--- src/rtl/hash_table_requester_if.sv ---
// Handshake bundle between the hash table requester, its host and the table.
// master = requester side, slave = host/table side.
interface hash_table_requester_if #(
  parameter int KEY_WIDTH  = 2,
  parameter int DATA_WIDTH = 28
);
  logic                          req_valid_i, req_ready_o;
  logic [1:0]                    req_op_i;
  logic [KEY_WIDTH-1:0]          req_key_i;
  logic [DATA_WIDTH-1:0]         req_data_i;
  logic [2+KEY_WIDTH+DATA_WIDTH-1:0] tbl_data_o;
  logic                          tbl_valid_o, tbl_ready_i;
  logic [4+DATA_WIDTH-1:0]       tbl_data_i;
  logic                          tbl_valid_i, tbl_ready_o;
  logic                          rsp_valid_o, rsp_ready_i;
  logic [1:0]                    rsp_op_o;
  logic [KEY_WIDTH-1:0]          rsp_key_o;
  logic [DATA_WIDTH-1:0]         rsp_data_o;
  logic [3:0]                    rsp_status_o;
  logic                          rsp_ok_o;

  modport master (
    input  req_valid_i, req_op_i, req_key_i, req_data_i, tbl_ready_i,
           tbl_data_i, tbl_valid_i, rsp_ready_i,
    output req_ready_o, tbl_data_o, tbl_valid_o, tbl_ready_o, rsp_valid_o,
           rsp_op_o, rsp_key_o, rsp_data_o, rsp_status_o, rsp_ok_o
  );
  modport slave (
    output req_valid_i, req_op_i, req_key_i, req_data_i, tbl_ready_i,
           tbl_data_i, tbl_valid_i, rsp_ready_i,
    input  req_ready_o, tbl_data_o, tbl_valid_o, tbl_ready_o, rsp_valid_o,
           rsp_op_o, rsp_key_o, rsp_data_o, rsp_status_o, rsp_ok_o
  );
endinterface

--- src/rtl/hash_table_requester.sv ---
// Forwards host commands to a hash table and pairs in-order responses with a tag FIFO.
// HASH_REQ_TIMEOUT_EN enables a response watchdog driving err_o[2].
module hash_table_requester #(
  parameter int KEY_WIDTH       = 2,
  parameter int DATA_WIDTH      = 28,
  parameter int MAX_OUTSTANDING = 4,
  parameter int TIMEOUT_CYCLES  = 1024
)(
  input  logic                               clk,
  input  logic                               reset,
  hash_table_requester_if.master             bus,
  output logic [$clog2(MAX_OUTSTANDING):0]   outstanding_o,
  output logic [2:0]                         err_o
);
  localparam int PW = $clog2(MAX_OUTSTANDING);
  localparam int CW = 2 + KEY_WIDTH + DATA_WIDTH;
  localparam logic [PW:0] FULL_CNT = MAX_OUTSTANDING[PW:0];

  typedef struct packed {
    logic [1:0]           op;
    logic [KEY_WIDTH-1:0] key;
  } tag_t;

  logic                  r_cmd_vld;
  logic [CW-1:0]         r_cmd;
  tag_t                  r_tag [MAX_OUTSTANDING];
  logic [PW-1:0]         r_wr_ptr, r_rd_ptr;
  logic [PW:0]           r_count;
  logic                  r_rsp_vld;
  tag_t                  r_rsp_tag;
  logic [DATA_WIDTH-1:0] r_rsp_data;
  logic [3:0]            r_rsp_status;
  logic [2:0]            r_err;

  logic w_full, w_empty, w_req_fire, w_push, w_illegal, w_tbl_fire, w_pop, w_stray, w_to_hit;

  assign w_full     = (r_count == FULL_CNT);
  assign w_empty    = (r_count == '0);
  assign w_req_fire = bus.req_valid_i && bus.req_ready_o;
  assign w_illegal  = w_req_fire && (bus.req_op_i == 2'b11);
  assign w_push     = w_req_fire && (bus.req_op_i != 2'b11);
  assign w_tbl_fire = bus.tbl_valid_i && bus.tbl_ready_o;
  assign w_pop      = w_tbl_fire && !w_empty;
  assign w_stray    = w_tbl_fire && w_empty;

  // Command stage: a new command may enter when the current one leaves this cycle.
  always_ff @(posedge clk or negedge reset) begin
    if (!reset) begin
      r_cmd_vld <= 1'b0;
      r_cmd     <= '0;
    end else if (w_push) begin
      r_cmd_vld <= 1'b1;
      r_cmd     <= {bus.req_op_i, bus.req_key_i, bus.req_data_i};
    end else if (bus.tbl_ready_i) begin
      r_cmd_vld <= 1'b0;
    end
  end

  always_ff @(posedge clk) begin
    if (w_push) r_tag[r_wr_ptr] <= '{op: bus.req_op_i, key: bus.req_key_i};
  end

  always_ff @(posedge clk or negedge reset) begin
    if (!reset) begin
      r_wr_ptr <= '0;
      r_rd_ptr <= '0;
      r_count  <= '0;
    end else begin
      if (w_push) r_wr_ptr <= r_wr_ptr + PW'(1);
      if (w_pop)  r_rd_ptr <= r_rd_ptr + PW'(1);
      case ({w_push, w_pop})
        2'b10:   r_count <= r_count + (PW+1)'(1);
        2'b01:   r_count <= r_count - (PW+1)'(1);
        default: r_count <= r_count;
      endcase
    end
  end

  always_ff @(posedge clk or negedge reset) begin
    if (!reset) begin
      r_rsp_vld    <= 1'b0;
      r_rsp_tag    <= '0;
      r_rsp_data   <= '0;
      r_rsp_status <= '0;
    end else if (w_pop) begin
      r_rsp_vld    <= 1'b1;
      r_rsp_tag    <= r_tag[r_rd_ptr];
      r_rsp_data   <= bus.tbl_data_i[DATA_WIDTH-1:0];
      r_rsp_status <= bus.tbl_data_i[DATA_WIDTH+3:DATA_WIDTH];
    end else if (bus.rsp_ready_i) begin
      r_rsp_vld <= 1'b0;
    end
  end

`ifdef HASH_REQ_TIMEOUT_EN
  localparam int TW = $clog2(TIMEOUT_CYCLES + 1);
  localparam logic [TW-1:0] TO_LAST = TW'(TIMEOUT_CYCLES - 1);
  logic [TW-1:0] r_to_cnt;

  // Counts idle cycles with tags in flight; saturates so the flag stays asserted.
  always_ff @(posedge clk or negedge reset) begin
    if (!reset)                     r_to_cnt <= '0;
    else if (w_tbl_fire || w_empty) r_to_cnt <= '0;
    else if (r_to_cnt != TO_LAST)   r_to_cnt <= r_to_cnt + TW'(1);
  end
  assign w_to_hit = !w_tbl_fire && !w_empty && (r_to_cnt == TO_LAST);
`else
  assign w_to_hit = 1'b0;
`endif

  always_ff @(posedge clk or negedge reset) begin
    if (!reset) r_err <= '0;
    else        r_err <= r_err | {w_to_hit, w_stray, w_illegal};
  end

  assign bus.req_ready_o  = (!r_cmd_vld || bus.tbl_ready_i) && !w_full;
  assign bus.tbl_valid_o  = r_cmd_vld;
  assign bus.tbl_data_o   = r_cmd;
  assign bus.tbl_ready_o  = !r_rsp_vld || bus.rsp_ready_i;
  assign bus.rsp_valid_o  = r_rsp_vld;
  assign bus.rsp_op_o     = r_rsp_tag.op;
  assign bus.rsp_key_o    = r_rsp_tag.key;
  assign bus.rsp_data_o   = r_rsp_data;
  assign bus.rsp_status_o = r_rsp_status;
  assign bus.rsp_ok_o     = (r_rsp_status == 4'h0);
  assign outstanding_o    = r_count;
  assign err_o            = r_err;
endmodule

--- src/flat_wrapper.sv ---
// flat-port wrapper written by rule: the top's interface ports become plain ports
module hash_table_requester_flat 
#(
  parameter int KEY_WIDTH       = 2,
  parameter int DATA_WIDTH      = 28,
  parameter int MAX_OUTSTANDING = 4,
  parameter int TIMEOUT_CYCLES  = 1024
)
  (clk, reset, outstanding_o, err_o, bus_req_valid_i, bus_req_op_i, bus_req_key_i, bus_req_data_i, bus_tbl_ready_i, bus_tbl_data_i, bus_tbl_valid_i, bus_rsp_ready_i, bus_req_ready_o, bus_tbl_data_o, bus_tbl_valid_o, bus_tbl_ready_o, bus_rsp_valid_o, bus_rsp_op_o, bus_rsp_key_o, bus_rsp_data_o, bus_rsp_status_o, bus_rsp_ok_o);
  hash_table_requester_if #(.KEY_WIDTH(KEY_WIDTH), .DATA_WIDTH(DATA_WIDTH)) bus_i ();
  input  logic clk;
  input  logic reset;
  output logic [$clog2(MAX_OUTSTANDING):0] outstanding_o;
  output logic [2:0] err_o;
  input wire logic [$bits(bus_i.req_valid_i)-1:0] bus_req_valid_i;
  input wire logic [$bits(bus_i.req_op_i)-1:0] bus_req_op_i;
  input wire logic [$bits(bus_i.req_key_i)-1:0] bus_req_key_i;
  input wire logic [$bits(bus_i.req_data_i)-1:0] bus_req_data_i;
  input wire logic [$bits(bus_i.tbl_ready_i)-1:0] bus_tbl_ready_i;
  input wire logic [$bits(bus_i.tbl_data_i)-1:0] bus_tbl_data_i;
  input wire logic [$bits(bus_i.tbl_valid_i)-1:0] bus_tbl_valid_i;
  input wire logic [$bits(bus_i.rsp_ready_i)-1:0] bus_rsp_ready_i;
  output wire logic [$bits(bus_i.req_ready_o)-1:0] bus_req_ready_o;
  output wire logic [$bits(bus_i.tbl_data_o)-1:0] bus_tbl_data_o;
  output wire logic [$bits(bus_i.tbl_valid_o)-1:0] bus_tbl_valid_o;
  output wire logic [$bits(bus_i.tbl_ready_o)-1:0] bus_tbl_ready_o;
  output wire logic [$bits(bus_i.rsp_valid_o)-1:0] bus_rsp_valid_o;
  output wire logic [$bits(bus_i.rsp_op_o)-1:0] bus_rsp_op_o;
  output wire logic [$bits(bus_i.rsp_key_o)-1:0] bus_rsp_key_o;
  output wire logic [$bits(bus_i.rsp_data_o)-1:0] bus_rsp_data_o;
  output wire logic [$bits(bus_i.rsp_status_o)-1:0] bus_rsp_status_o;
  output wire logic [$bits(bus_i.rsp_ok_o)-1:0] bus_rsp_ok_o;
  assign bus_i.req_valid_i = bus_req_valid_i;
  assign bus_i.req_op_i = bus_req_op_i;
  assign bus_i.req_key_i = bus_req_key_i;
  assign bus_i.req_data_i = bus_req_data_i;
  assign bus_i.tbl_ready_i = bus_tbl_ready_i;
  assign bus_i.tbl_data_i = bus_tbl_data_i;
  assign bus_i.tbl_valid_i = bus_tbl_valid_i;
  assign bus_i.rsp_ready_i = bus_rsp_ready_i;
  assign bus_req_ready_o = bus_i.req_ready_o;
  assign bus_tbl_data_o = bus_i.tbl_data_o;
  assign bus_tbl_valid_o = bus_i.tbl_valid_o;
  assign bus_tbl_ready_o = bus_i.tbl_ready_o;
  assign bus_rsp_valid_o = bus_i.rsp_valid_o;
  assign bus_rsp_op_o = bus_i.rsp_op_o;
  assign bus_rsp_key_o = bus_i.rsp_key_o;
  assign bus_rsp_data_o = bus_i.rsp_data_o;
  assign bus_rsp_status_o = bus_i.rsp_status_o;
  assign bus_rsp_ok_o = bus_i.rsp_ok_o;
  hash_table_requester #(.KEY_WIDTH(KEY_WIDTH), .DATA_WIDTH(DATA_WIDTH), .MAX_OUTSTANDING(MAX_OUTSTANDING), .TIMEOUT_CYCLES(TIMEOUT_CYCLES)) u_core (.clk(clk), .reset(reset), .bus(bus_i), .outstanding_o(outstanding_o), .err_o(err_o));
endmodule
--- config.mk ---
export PLATFORM = sky130hd
export DESIGN_NAME = hash_table_requester_flat
export DESIGN_NICKNAME = d
export VERILOG_FILES = /design/src/rtl/hash_table_requester_if.sv /design/src/rtl/hash_table_requester.sv /design/src/flat_wrapper.sv
export SDC_FILE = /design/constraint.sdc
export NUM_CORES = 1
export LEC_CHECK = 0
export CAP_MARGIN = 20
export CORE_ASPECT_RATIO = 1.25
export CORE_UTILIZATION = 45
export DETAILED_ROUTE_END_ITERATION = 6
export GPL_ROUTABILITY_DRIVEN = 0
export PLACE_DENSITY = 0.92
export SETUP_SLACK_MARGIN = 0.02
export SLEW_MARGIN = 20
export SYNTH_ARGS = -nofsm -noshare
export SYNTH_HDL_FRONTEND = slang
export SYNTH_SLANG_ARGS = --single-unit
export TNS_END_PERCENT = 1
--- constraint.sdc ---
create_clock -name clk -period 5.1 [get_ports clk]
set_input_delay 1.53 -clock clk [delete_from_list [all_inputs] [get_ports clk]]
set_output_delay 1.53 -clock clk [all_outputs]
set_load 0.02 [all_outputs]
==> impl_results.md <==
* Status: finished, violations left
* Failing checks: DRC
* 1st-iter DRT viols at between 90 and 100
* Die H at ~110 um
* First-pass GRT wire length at 11500 um
* Clock latency on the worst-skew pair at 0.35 ns
* Post-CTS sizing at 0
* I/O Buffers at between 100 and 150
* Antenna diodes at 0
* Drt total wl at 7320 um
* Max stage delay cell, worst path: clkdlybuf4s50_1
* Final period util at a little under nine tenths
* Root buffer cell: clkbuf_8
* LEAKAGE at between 2 and 2.5 nW
* Hold wc startpoint: u_core.bus.tbl_data_o[31]
* TNS Setup at 0 ns
* Max-slew headroom at 52.7%
* Top sig layer: met4
* Seq/Total Area, Yosys at roughly 64%
* Power density cells at roughly 580 mW/mm2
* Dpl hpwl at 5340 um
* Crit path launch type: input pin
* Clk_skew at roughly 0.012 ns
* Vias per Instance at slightly below 5
* WL met3 at between 500 and 600 um
* CP endpoint kind: output pin
* R2r endpoint: u_core.outstanding_o[2]
* Period minus WS final at approximately 4.4 ns
* RSZ-0062 raised after global routing: false
* Final ANT Viol Nets at 0
* Worst-path cell chain: clkdlybuf4s50_1, nand2b_1, clkdlybuf4s50_1
* Vias post-DR at roughly 2300
* Final Max Tran Viols at 0
* Largest area contributor in the netlist: dfrtp_1
* Register share of total power at between 30% and 40%
* Dominant cells by area after synthesis: dfrtp_1 52%, mux2_2 16%, edfxtp_1 13%, mux2_4 3.9%, mux4_2 2.4%
* Worst Path Buf+Inv at 2
* CTS H-Tree Depth at 3
* Nets at about 450
* Cell family with most CP delay: buffers and inverters
* Final Hold Vio Count at 0
* Crit Path Class: input pin to output pin
* Number of remaining DRC errors at 10
* Wire per inst at roughly 15 um
* Worst R2R Path Depth at 8
* Comb power frac at between 40% and 50%
* Avg Inst Size Synth at 16.8 um2
* Clock Power Share at between 10% and 20%
* Finish-stage setup viols at 0
* Share of the synthesized area in the top cell type at around half
* Hold Buf Count CTS at 0
* Final Core Density at 66.8%
* CP arrival at ~2.8 ns
* Highest clock rate at roughly 230 MHz
* Routed met1 length at around 2900 um
* Post-synthesis register bit count at 95
* Maximum clock path buffer count at 2
* Synth Warn # at 0
* GR Util All Layers at 16.9%
* Die area at about 0.0089 mm2
* Hold Path Sink: u_core.bus.tbl_data_o[31]
* Die Wd at ~84 um
* Filler cells at between 500 and 600
* R2R Setup Slk at a little over 3 ns
* Syn Inst Count at approximately 230
* Distinct cell type count after synthesis at 32
* CP Max Fanout at 5
* Worst flop-to-flop path startpoint: u_core.outstanding_o[0]
* Sw frac at about a third
* CP peak stage delay at 0.64 ns
* Antenna violations before repair at 0
* Core area at about 0.0082 mm2
* Multi-input gate area at between 0.001 and 0.0015 mm2
* NetSw at 0.00109 W
* TritonCTS clock tree: done
* Starting Density at between 40% and 50%
* Most frequent CP cell: clkdlybuf4s50_1
* Total clock sinks at 95
* Vias in the first global route at 2500
* Crit path launch: bus_rsp_ready_i
* First drt pass iteration count at 6
* Clock-pin slew on the worst setup and hold paths at 0.08 ns
* Syn nets at 304
* Pwr Total at 0.00319 W
* Row cnt at 37
* Area growth, synth to finish at 44.1%
* Hold path depth at 1
* P_int at around 0.0021 W
* Inserted Clock Buffers at 9
* Worst VDD drop at about 0.3 mV
* Max Cap Viol at 0
* Fraction of layout cells with a size suffix above 1 at between 20% and 30%
* WL met2 at roughly 3700 um
* Setup bufs post-CTS at 0
* # IOs at 149
* Gr ovfl total at 0
* Post-Syn Area at about 0.0038 mm2
* Reg area at 0.00246 mm2
* Crit path required time at 3.57 ns
* Largest net degree at the start of global routing at 80
* Actual slew at the worst max-slew pin at 0.710 ns
* Worst min path class: flip-flop to flip-flop
-- synth_stat cells --
cell type  instances
o21bai_1           2
nand4_1            1
conb_1             1
nor2b_1            1
clkbuf_1           1
buf_6              2
nand2_1            4
xnor2_1            4
ha_1               5
nand3_1            1
xor2_1             2
mux2_1             4
mux2_2            53
o22a_1             2
or3b_4             1
buf_12             2
mux2_4            10
nor4_1             3
buf_4              4
edfxtp_1          16
inv_1             11
nand2b_1           2
or3_4              1
mux2i_1            1
nor2_1             6
dfrtp_1           79
buf_8              1
nor3b_1            1
nand3_2            1
fa_1               1
nand4_4            1
mux4_2             4
-- metal layers --
metal	vias to the layer above	GRT usage [%]
met5	-	0
li1	1096	-
met2	102	28.9
met3	12	4.90
met1	1132	19.7
met4	0	7.51
-- layout by cell type (no fill, tap or decap), types with 5 or more instances in the layout --
master / n
clkdlybuf4s50_1: 146
clkbuf_8: 9
dfrtp_1: 79
mux2_2: 53
edfxtp_1: 16
ha_1: 5
mux2_4: 10
inv_1: 11
nor2_1: 6
-- final cells by class --
cell class	instances	area share (%)
repair buffers	149	27.0
multi-input cells	112	22.0
well taps	97	2.20
clock buffers	10	2.32
clock inverters	6	1.11
flip-flops and latches	95	44.6
inverters	11	0.750
-- worst max path at each step --
stage                                  to  slack [ns]  cells past startpoint
final                     bus_tbl_ready_o        0.75                      3
after global routing      bus_tbl_ready_o        0.70                      3
after CTS                 bus_tbl_ready_o        0.75                      3
after detailed placement  bus_tbl_ready_o        0.75                      3
after global placement    bus_tbl_ready_o        0.76                      3
after floorplan           bus_req_ready_o        1.71                      2
-- worst reg2reg max path: stages, from the launching register on --
cell     delay [ns]
dfrtp_1        0.45
or3b_4         0.43
nand4_4        0.10
ha_1           0.19
inv_1          0.06
fa_1           0.37
xor2_1         0.15
nor2_1         0.11
xor2_1         0.14
-- sequential cells by signal (all words and copies together) (netlist names) --
register and cells:
u_core.bus.rsp_data_o 28, u_core.bus.rsp_key_o 2, u_core.bus.rsp_op_o 2, u_core.bus.rsp_status_o 4
u_core.bus.rsp_valid_o 1, u_core.bus.tbl_data_o 32, u_core.bus.tbl_valid_o 1, u_core.err_o 2
u_core.outstanding_o 3, u_core.r_rd_ptr 2, u_core.r_tag 16, u_core.r_wr_ptr 2
-- per-stage QoR --
step	hold slack [ns]	setup slack (ns)	instances	cell area (um2)
2_1_floorplan	0.497	1.71	228	3820
3_3_place_gp	0.459	0.761	464	5320
3_5_place_dp	0.480	0.751	464	5320
4_1_cts	0.496	0.748	480	5500
5_1_grt	0.515	0.697	480	5510
6_report	0.495	0.746	480	5510
-- power by group through the flow --
stage | sequential [W] | combinational [W] | clock (W)
finish | 0.00124 | 0.00148 | 0.000474
global route | 0.00128 | 0.00157 | 0.000512
CTS | 0.00125 | 0.00150 | 0.000490
detailed placement | 0.00126 | 0.00150 | 0
global placement | 0.00124 | 0.00147 | 0
floorplan | 0.00155 | 0.000524 | 0
-- logic make-up after synthesis --
logic type      Yosys count  synth area share [%]
compound gates            4                 0.851
buf+inv                  21                  3.99
simple gates             23                  3.86
fa+ha+maj                 6                  2.16
flops                    95                  64.3
mux                      72                  23.3
other cells               1                0.0981
xor+xnor                  6                  1.38
(Power assumes the default switching activity.)
